**src/rtl/instr_fetch_unit.sv**
```systemverilog
// Instruction fetch stage: program counter, loadable instruction memory and a
// registered valid/ready output, with one bubble inserted after every branch redirect.
module instr_fetch_unit #(
    parameter int              XLEN     = 64,
    parameter int              DEPTH    = 64,
    parameter int              AW       = 6,
    parameter logic [XLEN-1:0] RESET_PC = '0
) (
    input  logic            clk,
    input  logic            reset,
    input  logic            start,
    input  logic            prog_we,
    input  logic [AW-1:0]   prog_addr,
    input  logic [31:0]     prog_data,
    input  logic            branch_taken,
    input  logic [XLEN-1:0] branch_target,
    input  logic            out_ready,
    output logic            out_valid,
    output logic [31:0]     instruction,
    output logic [6:0]      OPCode,
    output logic [XLEN-1:0] pc_out
);

    typedef enum logic [1:0] {
        S_IDLE  = 2'd0,
        S_FETCH = 2'd1,
        S_VALID = 2'd2
    } state_t;

    state_t          r_state;
    logic [XLEN-1:0] r_pc;
    logic [31:0]     r_instr;
    logic            r_valid;
    logic [31:0]     r_mem [DEPTH];

    logic [XLEN-1:0] w_pc_next;
    logic [XLEN-1:0] w_target;
    logic [AW-1:0]   w_idx;
    logic [AW-1:0]   w_idx_next;

    assign w_pc_next  = r_pc + XLEN'(4);
    assign w_target   = branch_target & ~XLEN'(3);
    assign w_idx      = r_pc[AW+1:2];
    assign w_idx_next = w_pc_next[AW+1:2];

    // NOTE: the memory has no reset branch; a reset loop over every word would
    // turn it into flops and would also wipe the loaded program on reset.
    always_ff @(posedge clk) begin
        if (prog_we) begin
            r_mem[prog_addr] <= prog_data;
        end
    end

    // NOTE: state is updated with non-blocking assignments, so a read of r_mem in
    // the same edge as a write to that index still sees the old word.
    always_ff @(posedge clk) begin
        if (reset) begin
            r_state <= S_IDLE;
            r_pc    <= RESET_PC;
            r_instr <= '0;
            r_valid <= 1'b0;
        end else begin
            unique case (r_state)
                S_IDLE: begin
                    r_valid <= 1'b0;
                    if (start) begin
                        r_state <= S_FETCH;
                    end
                end
                S_FETCH: begin
                    if (branch_taken) begin
                        r_pc <= w_target;
                    end else begin
                        r_instr <= r_mem[w_idx];
                        r_valid <= 1'b1;
                        r_state <= S_VALID;
                    end
                end
                S_VALID: begin
                    // A redirect discards any handshake happening in the same cycle.
                    if (branch_taken) begin
                        r_pc    <= w_target;
                        r_valid <= 1'b0;
                        r_state <= S_FETCH;
                    end else if (r_valid && out_ready) begin
                        r_pc    <= w_pc_next;
                        r_instr <= r_mem[w_idx_next];
                    end
                end
                default: begin
                    r_state <= S_IDLE;
                    r_valid <= 1'b0;
                end
            endcase
        end
    end

    assign out_valid   = r_valid;
    assign instruction = r_instr;
    assign OPCode      = r_instr[6:0];
    assign pc_out      = r_pc;

endmodule

```
**config.mk**
```make
export PLATFORM = sky130hd
export DESIGN_NAME = instr_fetch_unit
export DESIGN_NICKNAME = d
export VERILOG_FILES = /design/src/rtl/instr_fetch_unit.sv
export SDC_FILE = /design/constraint.sdc
export NUM_CORES = 2
export LEC_CHECK = 0
export BUFFER_PORTS_ARGS = -buffer_cell sky130_fd_sc_hd__buf_4
export CAP_MARGIN = 20
export CELL_PAD_IN_SITES_DETAIL_PLACEMENT = 1
export CELL_PAD_IN_SITES_GLOBAL_PLACEMENT = 1
export CORE_ASPECT_RATIO = 0.8
export CORE_UTILIZATION = 50
export DETAILED_ROUTE_END_ITERATION = 6
export PLACE_DENSITY_LB_ADDON = 0.1
export SLEW_MARGIN = 25
export SYNTH_ARGS = -nofsm -noshare
export SYNTH_HDL_FRONTEND = slang
export SYNTH_SLANG_ARGS = --single-unit
```
**constraint.sdc**
```tcl
create_clock -name clk -period 5.3 [get_ports clk]
set_input_delay 1.06 -clock clk [delete_from_list [all_inputs] [get_ports clk]]
set_output_delay 1.06 -clock clk [all_outputs]
set_load 0.01 [all_outputs]
```
==> results.sh <==
export IMPL_synth_compound_gate_area_share_pct=4.82
export IMPL_htreeDepth=4
export IMPL_place_area_um2=107000
export IMPL_grt_use_met3_pct=8.75
export IMPL_worst_endpoint_arrival_ps=4440
export IMPL_report_final_slew_viol_count=0
export IMPL_cts_tree="yes"
export IMPL_chipWidth_um=503
export IMPL_cts_setup_buffers=0
export IMPL_area_delta_synth_final_pct=13.3
export IMPL_final_setup_viol_count=0
export IMPL_synth_yosys_seq_area_share_pct=63.2
export IMPL_power_static_leakage_uw=0.0347
export IMPL_dr_pass1_iters=6
export IMPL_layout_nets=6014
export IMPL_r2r_cells=8
export IMPL_route_antenna_remaining_nets=0
export IMPL_cells_along_the_critical_path="buf_12 -> buf_4 -> nand2b_1 -> o22ai_1 -> o31ai_1 -> a211oi_1 -> nor4_1 -> a311o_1"
export IMPL_syn_area_per_cell_um2=17.8
export IMPL_cts_root_buffer_cell="sky130_fd_sc_hd__clkbuf_16"
export IMPL_synth_main_ff_cell="sky130_fd_sc_hd__edfxtp_1"
export IMPL_hold_viol_final=0
export IMPL_utilization_pct=57.3
export IMPL_detailed_place_hpwl_um=224000
export IMPL_rsz0062_at_grt="no"
export IMPL_post_layout_nonfiller_instances=8771
export IMPL_fmax_mhz=274
export IMPL_wire_per_inst_um=42.5
export IMPL_power_density_nw_per_um2=336
export IMPL_drtIter0Drc=10100
export IMPL_relative_slew_slack_pct=21.8
export IMPL_drc=0
export IMPL_status="completed"
export IMPL_synth_top_family_by_area="multiplexers"
export IMPL_synthCells=5657
export IMPL_synth_simple_gate_area_share_pct=5.18
export IMPL_first_global_vias=64600
export IMPL_grt_use_met2_pct=55.1
export IMPL_synth_edff_count=2048
export IMPL_synth_yosys_warnings=0
export IMPL_worstPathMaxFanout=58
export IMPL_core_area_um2=199000
export IMPL_skew_ps=24.7
export IMPL_die_h_um=403
export IMPL_tot_gr_track_use_pct=36.7
export IMPL_cts_repair_resizes=0
export IMPL_avgViaCountPerCell=7.36
export IMPL_portBuffers=207
export IMPL_worst_pin_slew_ps=1170
export IMPL_antenna_found_initial=18
export IMPL_crit_path_end_kind="flop"
export IMPL_period_needed_ps=3650
export IMPL_setup_worst_path_start_class="flop"
export IMPL_max_cap_violations=0
export IMPL_mappedNetlistArea_um2=101000
export IMPL_place_worst_setup_slack_ps=1100
export IMPL_grt_busiest_layer="met2"
export IMPL_setup_total_negative_slack_ps=0
export IMPL_drive_above_1_share_pct=31.5
export IMPL_routed_via_count=64600
export IMPL_grt_pass1_wl_um=514000
export IMPL_critPathMaxStageDelay_ps=830
export IMPL_synthMuxAreaShare_pct=24.3
export IMPL_clock_latency_ps=870
export IMPL_ys_ff_latch=2151
export IMPL_grt_start_max_net_pins=97
export IMPL_synth_xor_xnor_area_share_pct=0.0261
export IMPL_hold_buffers=0
export IMPL_num_io_pins=212
export IMPL_synth_adder_area_share_pct=0.0124
export IMPL_cts_sinks=2151
export IMPL_postSynth_asyncResetShare_pct=0
export IMPL_crit_required_ps=6100
export IMPL_clock_path_buffers=3
export IMPL_clk_pin_slew_ps=60
export IMPL_dpl_cell_count=8351
export IMPL_num_rows=146
export IMPL_final_critical_path_setup_slack_ps=1650
export IMPL_gr_usage_met1_pct=51.1
export IMPL_floorplan_initialDensity_pct=50.5
export IMPL_drt_wl_total_um=373000
export IMPL_dieArea_um2=203000
export IMPL_layout_worst_path_cycle_share_pct=68.9
export IMPL_cts_made_buffers=213
export IMPL_timing_critical_path_slowest_stage_cell="sky130_fd_sc_hd__dfxtp_4"
export IMPL_worst_hold_path_type="input port to flop"
export IMPL_vdd_drop_max_v=0.000372
export IMPL_placer_congestion_estimate=0.883
export IMPL_globalRouteOverflowTotal=0
export IMPL_critPathKind="flop to flop"
export IMPL_stdcell_area_um2=114000
export IMPL_synth_lib_cells_used_distinct=80
export IMPL_min_path_cells=3
[flip-flops by register name, indices dropped and copies added, names as in the netlist, named ones only]
register and flops:
r_state 2, pc_out 62, r_mem 2048, out_valid 1, instruction 32
[final cells by class]
class,count,area (um^2)
diodes,12,30.0
repair buffers,486,4650
flip-flops and latches,2151,63600
well taps,2664,3330
clock buffers,290,5870
fillers,17300,85000
clock inverters,115,1190
inverters,7,26.3
multi-input cells,3046,35200
[worst max-delay path, delay by kind of cell (launching register included)]
kind	cells	cell delay, ps
buffers and inverters	2	930
DFF	1	830
and+or+nand+nor	2	880
AOI/OAI and AO/OA	4	880
[Yosys cell counts (12+ instances only)]
cell | instances | share of area, %
sky130_fd_sc_hd__a32oi_1 | 74 | 0.64
sky130_fd_sc_hd__nand3_1 | 158 | 0.79
sky130_fd_sc_hd__nand2b_1 | 41 | 0.26
sky130_fd_sc_hd__a211oi_1 | 45 | 0.34
sky130_fd_sc_hd__nor2_1 | 134 | 0.50
sky130_fd_sc_hd__o22ai_1 | 34 | 0.21
sky130_fd_sc_hd__buf_4 | 94 | 0.70
sky130_fd_sc_hd__mux2i_1 | 259 | 2.6
sky130_fd_sc_hd__mux4_2 | 933 | 21
sky130_fd_sc_hd__clkbuf_1 | 158 | 0.59
sky130_fd_sc_hd__nand4_1 | 46 | 0.29
sky130_fd_sc_hd__a31oi_1 | 83 | 0.52
sky130_fd_sc_hd__a21o_1 | 13 | 0.097
sky130_fd_sc_hd__nor4_1 | 17 | 0.11
sky130_fd_sc_hd__nor2b_1 | 36 | 0.22
sky130_fd_sc_hd__a221oi_1 | 27 | 0.24
sky130_fd_sc_hd__a22oi_1 | 125 | 0.93
sky130_fd_sc_hd__buf_2 | 150 | 0.75
sky130_fd_sc_hd__o31ai_1 | 16 | 0.12
sky130_fd_sc_hd__mux2_2 | 72 | 0.81
sky130_fd_sc_hd__nor3_1 | 35 | 0.17
sky130_fd_sc_hd__nand4b_1 | 16 | 0.14
sky130_fd_sc_hd__buf_6 | 22 | 0.25
sky130_fd_sc_hd__buf_1 | 29 | 0.11
sky130_fd_sc_hd__and3_1 | 48 | 0.30
sky130_fd_sc_hd__edfxtp_1 | 2048 | 61
sky130_fd_sc_hd__dfxtp_1 | 103 | 2.1
sky130_fd_sc_hd__a21oi_1 | 71 | 0.35
sky130_fd_sc_hd__a32o_1 | 12 | 0.12
sky130_fd_sc_hd__or3_1 | 13 | 0.081
sky130_fd_sc_hd__nand2_1 | 499 | 1.9
sky130_fd_sc_hd__o21ai_0 | 67 | 0.33
sky130_fd_sc_hd__o211ai_1 | 27 | 0.20
[per-layer routing]
layer / part of all wire [%] / vias up / wire length, um
met5: 0.015 / - / 57
met3: 11 / 851 / 42600
li1: - / 24400 / -
met1: 38 / 34600 / 142000
met4: 5.2 / 8 / 19400
met2: 45 / 4656 / 169000
[layout by cell type, fill, tap and decap left out, drive strengths merged, types with 84 or more instances in the layout]
| master | count |
|---|---|
| clkinv | 84 |
| a22oi | 125 |
| buf | 486 |
| edfxtp | 2048 |
| mux4 | 934 |
| nand3 | 158 |
| nand2 | 499 |
| mux2i | 259 |
| nor2 | 134 |
| clkbuf | 290 |
| dfxtp | 103 |
[report_power, final]
part	internal [uW]	switching, uW
Combinational	1580	2180
Clock	8710	6870
Sequential	18800	174
[cells by family after synthesis]
logic type / count (synthesis)
other: 1
AND/OR/NAND/NOR: 1099
buffers and inverters: 461
flip-flops: 2151
XOR/XNOR: 3
adder cells (fa/ha/maj): 1
AO/OA/AOI/OAI: 676
multiplexers: 1265
[worst paths after layout]
kind                           from                      endpoint  slack [ps]
max                            flop  instruction[23]$_SDFFE_PP0P_        1650
min               branch_target[42]       pc_out[42]$_SDFFE_PP0N_         470
max reg2reg                    flop  instruction[23]$_SDFFE_PP0P_        1650
min reg2reg  pc_out[8]$_SDFFE_PP0N_        pc_out[8]$_SDFFE_PP0N_         540
[through the flow]
step | total power (uW) | hold WS, ps
final | 38300 | 474
after global routing | 39100 | 454
after detailed placement | 23000 | 528
after CTS | 38300 | 422
after floorplan | 21600 | 519
after global placement | 22900 | 512
Note: power is estimated with default switching activity, not from simulation.
